$ cat src/rtl/alu_decoder_if.sv
// Bundles the instruction/operand inputs and all decode/ALU outputs of alu_decoder.
// Latency: n/a (wires only); the decoder registers everything one cycle.
// Backpressure: none; the block accepts a new instruction and operands every cycle.
interface alu_decoder_if;
    logic [31:0] InstrReg;
    logic [31:0] a;
    logic [31:0] b;
    logic [5:0]  opcode;
    logic [4:0]  rs;
    logic [4:0]  rt;
    logic [4:0]  rd;
    logic [4:0]  shamt;
    logic [5:0]  funct;
    logic [15:0] const_imm;     // "const" is a reserved word, hence the suffix
    logic [25:0] address;
    logic        RegWrite;
    logic        MemRead;
    logic        MemWrite;
    logic        RegDst;
    logic        ALUSrc;
    logic        PCSrc;
    logic        Branch;
    logic [1:0]  ALUOp;
    logic [31:0] out;
    logic        zero;

    // Driver side: supplies instruction and operands, observes results.
    modport master (
        output InstrReg, a, b,
        input  opcode, rs, rt, rd, shamt, funct, const_imm, address,
        input  RegWrite, MemRead, MemWrite, RegDst, ALUSrc, PCSrc, Branch,
        input  ALUOp, out, zero
    );

    // Decoder side.
    modport slave (
        input  InstrReg, a, b,
        output opcode, rs, rt, rd, shamt, funct, const_imm, address,
        output RegWrite, MemRead, MemWrite, RegDst, ALUSrc, PCSrc, Branch,
        output ALUOp, out, zero
    );
endinterface

$ cat src/rtl/alu_decoder.sv
// Instruction field/control decoder feeding a small registered ALU; shifts built only with ALU_DECODER_SHIFT_EN.
// Latency: decode 1 cycle; ALU 1 further cycle (instr at edge N is applied to a/b sampled at edge N+1).
// Backpressure: none; new instruction and operands accepted every cycle.
module alu_decoder (
    input  logic           clk,
    input  logic           reset,     // asynchronous, active-low
    alu_decoder_if.slave   bus
);

    logic [5:0]  opcode_q,  opcode_d;
    logic [4:0]  rs_q,      rs_d;
    logic [4:0]  rt_q,      rt_d;
    logic [4:0]  rd_q,      rd_d;
    logic [4:0]  shamt_q,   shamt_d;
    logic [5:0]  funct_q,   funct_d;
    logic [15:0] const_q,   const_d;
    logic [25:0] address_q, address_d;
    logic [6:0]  ctrl_q,    ctrl_d;    // {RegWrite, MemRead, MemWrite, RegDst, ALUSrc, PCSrc, Branch}
    logic [1:0]  aluop_q,   aluop_d;
    logic [31:0] out_q,     out_d;
    logic        zero_q,    zero_d;

    // Upper instruction half is architecturally ignored.
    logic unused_instr_hi;
    assign unused_instr_hi = ^bus.InstrReg[31:16];

    // Field extraction and control decode of the low instruction half.
    always_comb begin
        opcode_d  = {2'b00, bus.InstrReg[15:12]};
        rs_d      = {2'b00, bus.InstrReg[11:9]};
        rt_d      = {2'b00, bus.InstrReg[8:6]};
        rd_d      = {2'b00, bus.InstrReg[5:3]};
        shamt_d   = {2'b00, bus.InstrReg[8:6]};
        funct_d   = {3'b000, bus.InstrReg[2:0]};
        const_d   = {{10{bus.InstrReg[5]}}, bus.InstrReg[5:0]};
        address_d = {14'd0, bus.InstrReg[11:0]};
        ctrl_d    = 7'b0;
        aluop_d   = 2'b00;
        case (bus.InstrReg[15:12])
            4'b0000: begin ctrl_d = 7'b1001000; aluop_d = 2'b10; end  // R-type
            4'b0100: begin ctrl_d = 7'b1000100; aluop_d = 2'b00; end  // addi
            4'b1000: begin ctrl_d = 7'b1100100; aluop_d = 2'b00; end  // lw
            4'b1100: begin ctrl_d = 7'b0010100; aluop_d = 2'b00; end  // sw
            4'b1110,
            4'b1111: begin ctrl_d = 7'b0000001; aluop_d = 2'b01; end  // beq / bne
            4'b0010: begin ctrl_d = 7'b0000010; aluop_d = 2'b00; end  // j
            default: begin ctrl_d = 7'b0;       aluop_d = 2'b00; end
        endcase
    end

    // ALU result from the operands on the bus and the previously registered decode.
    always_comb begin
        out_d = 32'd0;
        case (aluop_q)
            2'b00: out_d = bus.a + bus.b;
            2'b01: out_d = bus.a - bus.b;
            2'b10: begin
                case (funct_q[2:0])
                    3'b000: out_d = bus.a + bus.b;
                    3'b001: out_d = bus.a - bus.b;
                    3'b010: out_d = bus.a & bus.b;
                    3'b011: out_d = bus.a | bus.b;
                    3'b100: out_d = bus.a ^ bus.b;
`ifdef ALU_DECODER_SHIFT_EN
                    3'b101: out_d = bus.a << shamt_q[2:0];
                    3'b110: out_d = bus.a >> shamt_q[2:0];
`else
                    3'b101: out_d = 32'd0;
                    3'b110: out_d = 32'd0;
`endif
                    3'b111: out_d = ($signed(bus.a) < $signed(bus.b)) ? 32'd1 : 32'd0;
                    default: out_d = 32'd0;
                endcase
            end
            default: out_d = 32'd0;
        endcase
        // Derived from the same value that gets registered so out/zero never disagree.
        zero_d = (out_d == 32'd0);
    end

    // Pipeline registers; reset clears every output regardless of clk.
    always_ff @(posedge clk or negedge reset) begin
        if (!reset) begin
            opcode_q  <= '0;
            rs_q      <= '0;
            rt_q      <= '0;
            rd_q      <= '0;
            shamt_q   <= '0;
            funct_q   <= '0;
            const_q   <= '0;
            address_q <= '0;
            ctrl_q    <= '0;
            aluop_q   <= '0;
            out_q     <= '0;
            zero_q    <= 1'b0;
        end else begin
            opcode_q  <= opcode_d;
            rs_q      <= rs_d;
            rt_q      <= rt_d;
            rd_q      <= rd_d;
            shamt_q   <= shamt_d;
            funct_q   <= funct_d;
            const_q   <= const_d;
            address_q <= address_d;
            ctrl_q    <= ctrl_d;
            aluop_q   <= aluop_d;
            out_q     <= out_d;
            zero_q    <= zero_d;
        end
    end

    assign bus.opcode    = opcode_q;
    assign bus.rs        = rs_q;
    assign bus.rt        = rt_q;
    assign bus.rd        = rd_q;
    assign bus.shamt     = shamt_q;
    assign bus.funct     = funct_q;
    assign bus.const_imm = const_q;
    assign bus.address   = address_q;
    assign bus.RegWrite  = ctrl_q[6];
    assign bus.MemRead   = ctrl_q[5];
    assign bus.MemWrite  = ctrl_q[4];
    assign bus.RegDst    = ctrl_q[3];
    assign bus.ALUSrc    = ctrl_q[2];
    assign bus.PCSrc     = ctrl_q[1];
    assign bus.Branch    = ctrl_q[0];
    assign bus.ALUOp     = aluop_q;
    assign bus.out       = out_q;
    assign bus.zero      = zero_q;

endmodule

$ cat src/flat_wrapper.sv
// flat-port wrapper written by rule: the top's interface ports become plain ports
module alu_decoder_flat 
  (clk, reset, bus_InstrReg, bus_a, bus_b, bus_opcode, bus_rs, bus_rt, bus_rd, bus_shamt, bus_funct, bus_const_imm, bus_address, bus_RegWrite, bus_MemRead, bus_MemWrite, bus_RegDst, bus_ALUSrc, bus_PCSrc, bus_Branch, bus_ALUOp, bus_out, bus_zero);
  alu_decoder_if bus_i ();
  input  logic clk;
  input  logic reset;
  input wire logic [$bits(bus_i.InstrReg)-1:0] bus_InstrReg;
  input wire logic [$bits(bus_i.a)-1:0] bus_a;
  input wire logic [$bits(bus_i.b)-1:0] bus_b;
  output wire logic [$bits(bus_i.opcode)-1:0] bus_opcode;
  output wire logic [$bits(bus_i.rs)-1:0] bus_rs;
  output wire logic [$bits(bus_i.rt)-1:0] bus_rt;
  output wire logic [$bits(bus_i.rd)-1:0] bus_rd;
  output wire logic [$bits(bus_i.shamt)-1:0] bus_shamt;
  output wire logic [$bits(bus_i.funct)-1:0] bus_funct;
  output wire logic [$bits(bus_i.const_imm)-1:0] bus_const_imm;
  output wire logic [$bits(bus_i.address)-1:0] bus_address;
  output wire logic [$bits(bus_i.RegWrite)-1:0] bus_RegWrite;
  output wire logic [$bits(bus_i.MemRead)-1:0] bus_MemRead;
  output wire logic [$bits(bus_i.MemWrite)-1:0] bus_MemWrite;
  output wire logic [$bits(bus_i.RegDst)-1:0] bus_RegDst;
  output wire logic [$bits(bus_i.ALUSrc)-1:0] bus_ALUSrc;
  output wire logic [$bits(bus_i.PCSrc)-1:0] bus_PCSrc;
  output wire logic [$bits(bus_i.Branch)-1:0] bus_Branch;
  output wire logic [$bits(bus_i.ALUOp)-1:0] bus_ALUOp;
  output wire logic [$bits(bus_i.out)-1:0] bus_out;
  output wire logic [$bits(bus_i.zero)-1:0] bus_zero;
  assign bus_i.InstrReg = bus_InstrReg;
  assign bus_i.a = bus_a;
  assign bus_i.b = bus_b;
  assign bus_opcode = bus_i.opcode;
  assign bus_rs = bus_i.rs;
  assign bus_rt = bus_i.rt;
  assign bus_rd = bus_i.rd;
  assign bus_shamt = bus_i.shamt;
  assign bus_funct = bus_i.funct;
  assign bus_const_imm = bus_i.const_imm;
  assign bus_address = bus_i.address;
  assign bus_RegWrite = bus_i.RegWrite;
  assign bus_MemRead = bus_i.MemRead;
  assign bus_MemWrite = bus_i.MemWrite;
  assign bus_RegDst = bus_i.RegDst;
  assign bus_ALUSrc = bus_i.ALUSrc;
  assign bus_PCSrc = bus_i.PCSrc;
  assign bus_Branch = bus_i.Branch;
  assign bus_ALUOp = bus_i.ALUOp;
  assign bus_out = bus_i.out;
  assign bus_zero = bus_i.zero;
  alu_decoder u_core (.clk(clk), .reset(reset), .bus(bus_i));
endmodule
$ cat config.mk
export PLATFORM = sky130hd
export DESIGN_NAME = alu_decoder_flat
export DESIGN_NICKNAME = d
export VERILOG_FILES = /design/src/rtl/alu_decoder_if.sv /design/src/rtl/alu_decoder.sv /design/src/flat_wrapper.sv
export SDC_FILE = /design/constraint.sdc
export NUM_CORES = 1
export LEC_CHECK = 0
export ABC_AREA = 0
export BUFFER_PORTS_ARGS = -buffer_cell sky130_fd_sc_hd__buf_2
export CORE_UTILIZATION = 23
export CTS_CLUSTER_DIAMETER = 80
export DETAILED_ROUTE_END_ITERATION = 10
export PLACE_DENSITY = 0.5
export SYNTH_ARGS = -nofsm -noshare
export SYNTH_HDL_FRONTEND = slang
export SYNTH_SLANG_ARGS = --single-unit
$ cat constraint.sdc
create_clock -name clk -period 4.49 [get_ports clk]
set_input_delay 0.2245 -clock clk [delete_from_list [all_inputs] [get_ports clk]]
set_output_delay 0.2245 -clock clk [all_outputs]
set_load 0.03 [all_outputs]
; ---- Yosys cells after proc, flatten, opt, wreduce, memory -nomap -nowiden
; Cells that the tools add are included.
[totals]
output_inout_bits = 116
wordCells = 43
ff_bits = 76
[classes]
n_reduce_logical = 6
n_eq_ne = 15
addsub = 2
n_bitwise = 3
muxes = 5
order_cmp = 1
[ops]
columns = op, count
row1 = $pmux W32 S7, 1
row2 = $pmux W32 S3, 1
row3 = $pmux W7 S6, 1
row4 = $add A32 B32 Y32, 1
row5 = $and A32 B32 Y32, 1
row6 = $logic_not A32 Y1, 1
row7 = $lt A32 B32 Y1, 1
row8 = $or A32 B32 Y32, 1
row9 = $sub A32 B32 Y32, 1
row10 = $xor A32 B32 Y32, 1
row11 = $eq A4 B4 Y1 const B, 4
row12 = $eq A3 B3 Y1 const B, 4
row13 = $eq A3 B2 Y1 const B, 2
row14 = $eq A4 B2 Y1 const B, 1
row15 = $eq A4 B3 Y1 const B, 1
row16 = $logic_not A4 Y1, 1
row17 = $pmux W2 S2, 1
row18 = $reduce_or A2 Y1, 2
row19 = $eq A3 B1 Y1 const B, 1
row20 = $logic_not A3 Y1, 1
row21 = $eq A2 B1 Y1 const B, 1
row22 = $eq A2 B2 Y1 const B, 1
row23 = $logic_not A2 Y1, 1
row24 = $mux W1, 1

; ---- Longest topological paths before layout
[depth]
word_depth = 5
depth_mapped = 15

; ---- Least setup slack after synthesis
; OpenSTA, ideal clock, no wires.
[synth_path]
kind = input port to flip-flop
startpoint = in bus_a[0]
endpoint = reg u_core.zero_q (netlist: u_core.bus.zero)
t_arrival_ns = 3.110
slack_ns = 1.307
setup_time_ns = 0.073
cell_stages = 14
n_path_buf = 0
path_cell_list = inv_1 ha_1 fa_1 o21bai_1 a2111oi_4 nor2_1 a21oi_1 a221oi_1 o32ai_1 or4_1 or4b_1 nor2_1 nand4_1 nor2_1
[synth_lines]
columns = item, line_no
row1 = from (decl), flat_wrapper.sv:8  ; input wire logic [$bits(bus_i.a)-1:0] bus_a;
row2 = $sub A32 B32 Y32 / $add A32 B32 Y32 (equally long branches), n/a
row3 = $pmux W32 S7, alu_decoder.sv:58  ; case (funct_q[2:0])
row4 = $pmux W32 S3 *, alu_decoder.sv:54  ; case (aluop_q)
row5 = net u_core.out_d[10], alu_decoder.sv:20  ; logic [31:0] out_q, out_d;
row6 = $logic_not A32 Y1 *, alu_decoder.sv:78  ; zero_d = (out_d == 32'd0);
row7 = net u_core.zero_d, alu_decoder.sv:21  ; logic zero_q, zero_d;
row8 = to (signal assigned), alu_decoder.sv:108  ; zero_q <= zero_d;
row9 = to (decl), alu_decoder.sv:21
; The timed path passes the listed nets; every way through them passes the cells marked *.

==> qor.csv <==
metric,value,unit
routedWlPerCell,20.4,um
drv_slew,0,
clock_skew,0.00602,ns
vias,9570,
setup_tns,0,ns
synthArstFlopShare,100,%
path_clk_slew,0.05,ns
setup_violations,0,
ys_warn_count,0,
max_freq,261,MHz
synthAdderAreaFrac,14.4,%
ys_ff_latch,58,
antenna_left,0,
initial_utilization,23.4,%
yosys.area.top_type,dfrtp_1,
maxSlewHeadroom,39.9,%
routed_wl,36200,um
htree_num_levels,3,
synth-simple-area-share,19.5,%
status,completed,
cts_buffers,9,
finalHoldViolCount,0,
rows,70,
root_buffer,clkbuf_16,
syn_area_per_cell,7.38,um2
yosys.area.top_type_share,16.8,%
io_pins,214,
io_buffer_count,170,
drive_above_1_share,20.1,%
track_usage,18.4,%
p_leak,0.00468,uW
syn-instance-count,1168,
synth_edf_count,0,
antenna_found_initial,8,
cts_resized,0,
hp-class,in2reg,
syn_to_final_growth,18.0,%
worst_slack,0.656,ns
synthMuxAreaShare,0.957,%
yosysSeqAreaShare,16.8,%
dpl_worst_slack,0.440,ns
rsz0062_at_grt,false,
tightest_slew,0.901,ns
irDropWorstVdd,0.169,mV
chipWidth,196,um
die_y,196,um
final_nets,1496,
synth_top_family_by_area,compound AO/OA/AOI/OAI gates,
grt_max_degree,55,
path_class,reg2reg,
synth_area_leaders,"dfrtp_1 17%, ha_1 14%, a21oi_1 8.0%, buf_4 5.3%, inv_1 4.3%",
cts_tree,done,
power.density,264,nW/um2
cp_max_fo,16,
drcViolationCount,0,
synth_flop_cell,dfrtp_1,
grt_pass1_wl,54400,um
syn_area,8620,um2
dp_hpwl,28500,um
cp-start-kind,flip-flop,
gr-total-overflow,0,
drt_first_iter_violations,903,
timing.max_cap.violations,0,
gp_congestion,0.946,
end_kind,flip-flop,
fp.dieArea,38300,um2
core_area,36800,um2
arrival,4.08,ns
synth_compound_area_share,32.1,%
synth_cell_types,86,
synth-xor-area-share,3.35,%
first_pass_iters,5,
cp.required,4.74,ns
min_period,3.83,ns
viasPerCell,5.39,
timing.final.crit_share,85.4,%
cts.sinks,58,
clkLatencyLatePin,0.32,ns
clk_path_buf_depth,2,
grt_pass1_vias,9094,
## power by group
group	internal, uW	switching (uW)	leakage [uW]
clock network	447	214	0.000152
logic	455	946	0.00383
registers	595	29.0	0.000695
## layout by cell type (no fill, tap or decap), types with 28 or more instances in the layout
cell type	count
dfrtp_1	58
o21ai_0	51
a21oi_1	137
ha_1	96
nand2_1	61
nor2_1	94
buf_4	51
xnor2_1	28
inv_1	98
nor3_1	31
buf_2	170
## final timing paths
check,start,endpoint,slack [ns],cells past startpoint
max in group asynchronous,reset,u_core.bus.address[8],3.38,3
hold / removal,bus_InstrReg[2],u_core.bus.const_imm[2],0.01,1
setup reg to reg,u_core.bus.const_imm[2],u_core.bus.zero,0.66,10
hold reg to reg,u_core.bus.ALUOp[1],u_core.bus.out[2],0.86,2
setup / recovery,u_core.bus.const_imm[2],u_core.bus.zero,0.66,10
min in group asynchronous,reset,u_core.bus.opcode[2],0.26,2
## timing repair
| action | CTS | global route |
|---|---|---|
| hold endpoints to repair | 5 | 0 |
| hold buffers | 2 | 0 |
| buffers inserted | 0 | 0 |
## layout make-up
cell class / instances / area (um2)
Tap cell: 468 / 586
Inverter: 102 / 383
Clock inverter: 1 / 5.00
Timing Repair Buffer: 224 / 1270
Antenna cell: 3 / 7.51
Sequential cell: 58 / 1450
Multi-Input combinational cell: 905 / 6170
Fill cell: 4067 / 26600
Clock buffer: 15 / 298
## worst max-delay path, stage by stage, from the launching register on
cell and delay (ns):
dfrtp_1 0.71, or3_1 0.62, and2_1 0.46, nor2_1 0.18, mux2i_1 0.08, a211o_1 0.32, or4_1 0.49, or4b_1 0.51
nor2_1 0.16, nand4_1 0.09, nor2_1 0.12
## layer usage
layer,track usage (%),wire (um),share of wire (%)
met4,4.99,717,2.0
met3,4.35,3590,9.9
met1,24.2,15500,43
met2,29.7,16300,45
met5,0,57,0.16
## state kept, by name (all words and copies together) (netlist names)
| register | cells |
|---|---|
| u_core.bus.out | 32 |
| u_core.ctrl_q | 7 |
| u_core.bus.const_imm | 5 |
| u_core.bus.opcode | 4 |
| u_core.bus.rs | 3 |
| u_core.bus.ALUOp | 2 |
| u_core.bus.address | 2 |
| u_core.bus.rt | 2 |
| u_core.bus.zero | 1 |
## cell families after synthesis
family                     count (synthesis)
AOI/OAI and AO/OA                        407
and+or+nand+nor                          332
buffers and inverters                    231
adders and majority gates                 98
DFF                                       58
xor gates and xnor gates                  33
muxes                                      8
other                                      1
## per-stage QoR
stage | hold slack, ns | area (um2) | total power (uW) | std cells | util [%]
6_report | 0.0110 | 10200 | 2690 | 1776 | 27.7
5_1_grt | 0.00100 | 10200 | 2840 | 1774 | 27.6
4_1_cts | 0.00122 | 10200 | 2690 | 1773 | 27.6
3_5_place_dp | 0.0446 | 9840 | 2010 | 1755 | 26.8
3_3_place_gp | 0.0458 | 9840 | 2000 | 1755 | 26.8
2_1_floorplan | -0.0711 | 8720 | 1580 | 1194 | -
## synth_stat cells, drive strengths merged, types with 4 or more instances
cell type  instances
inv               99
a22oi              5
dfrtp             58
nor4              23
nand4             15
nand3             26
a211o              8
xor2               5
or4                6
a2111oi            6
o22a               8
a311oi             5
a31oi              9
nor3              33
buf               79
ha                96
o311ai             7
o21bai            10
o22ai             15
clkbuf            50
nor2b             10
nor2              95
o21a               9
o211ai            14
nand2             61
o21ai             52
a21oi            139
a211oi            17
and2              10
nand2b             8
and3              13
nor4b              8
xnor2             28
a32oi              4
a22o               4
a21boi             5
mux2i              6
a21o              16
or3               10
o31ai             17
o221ai            16
o32ai              4
Note: power is estimated with default switching activity, not from simulation.
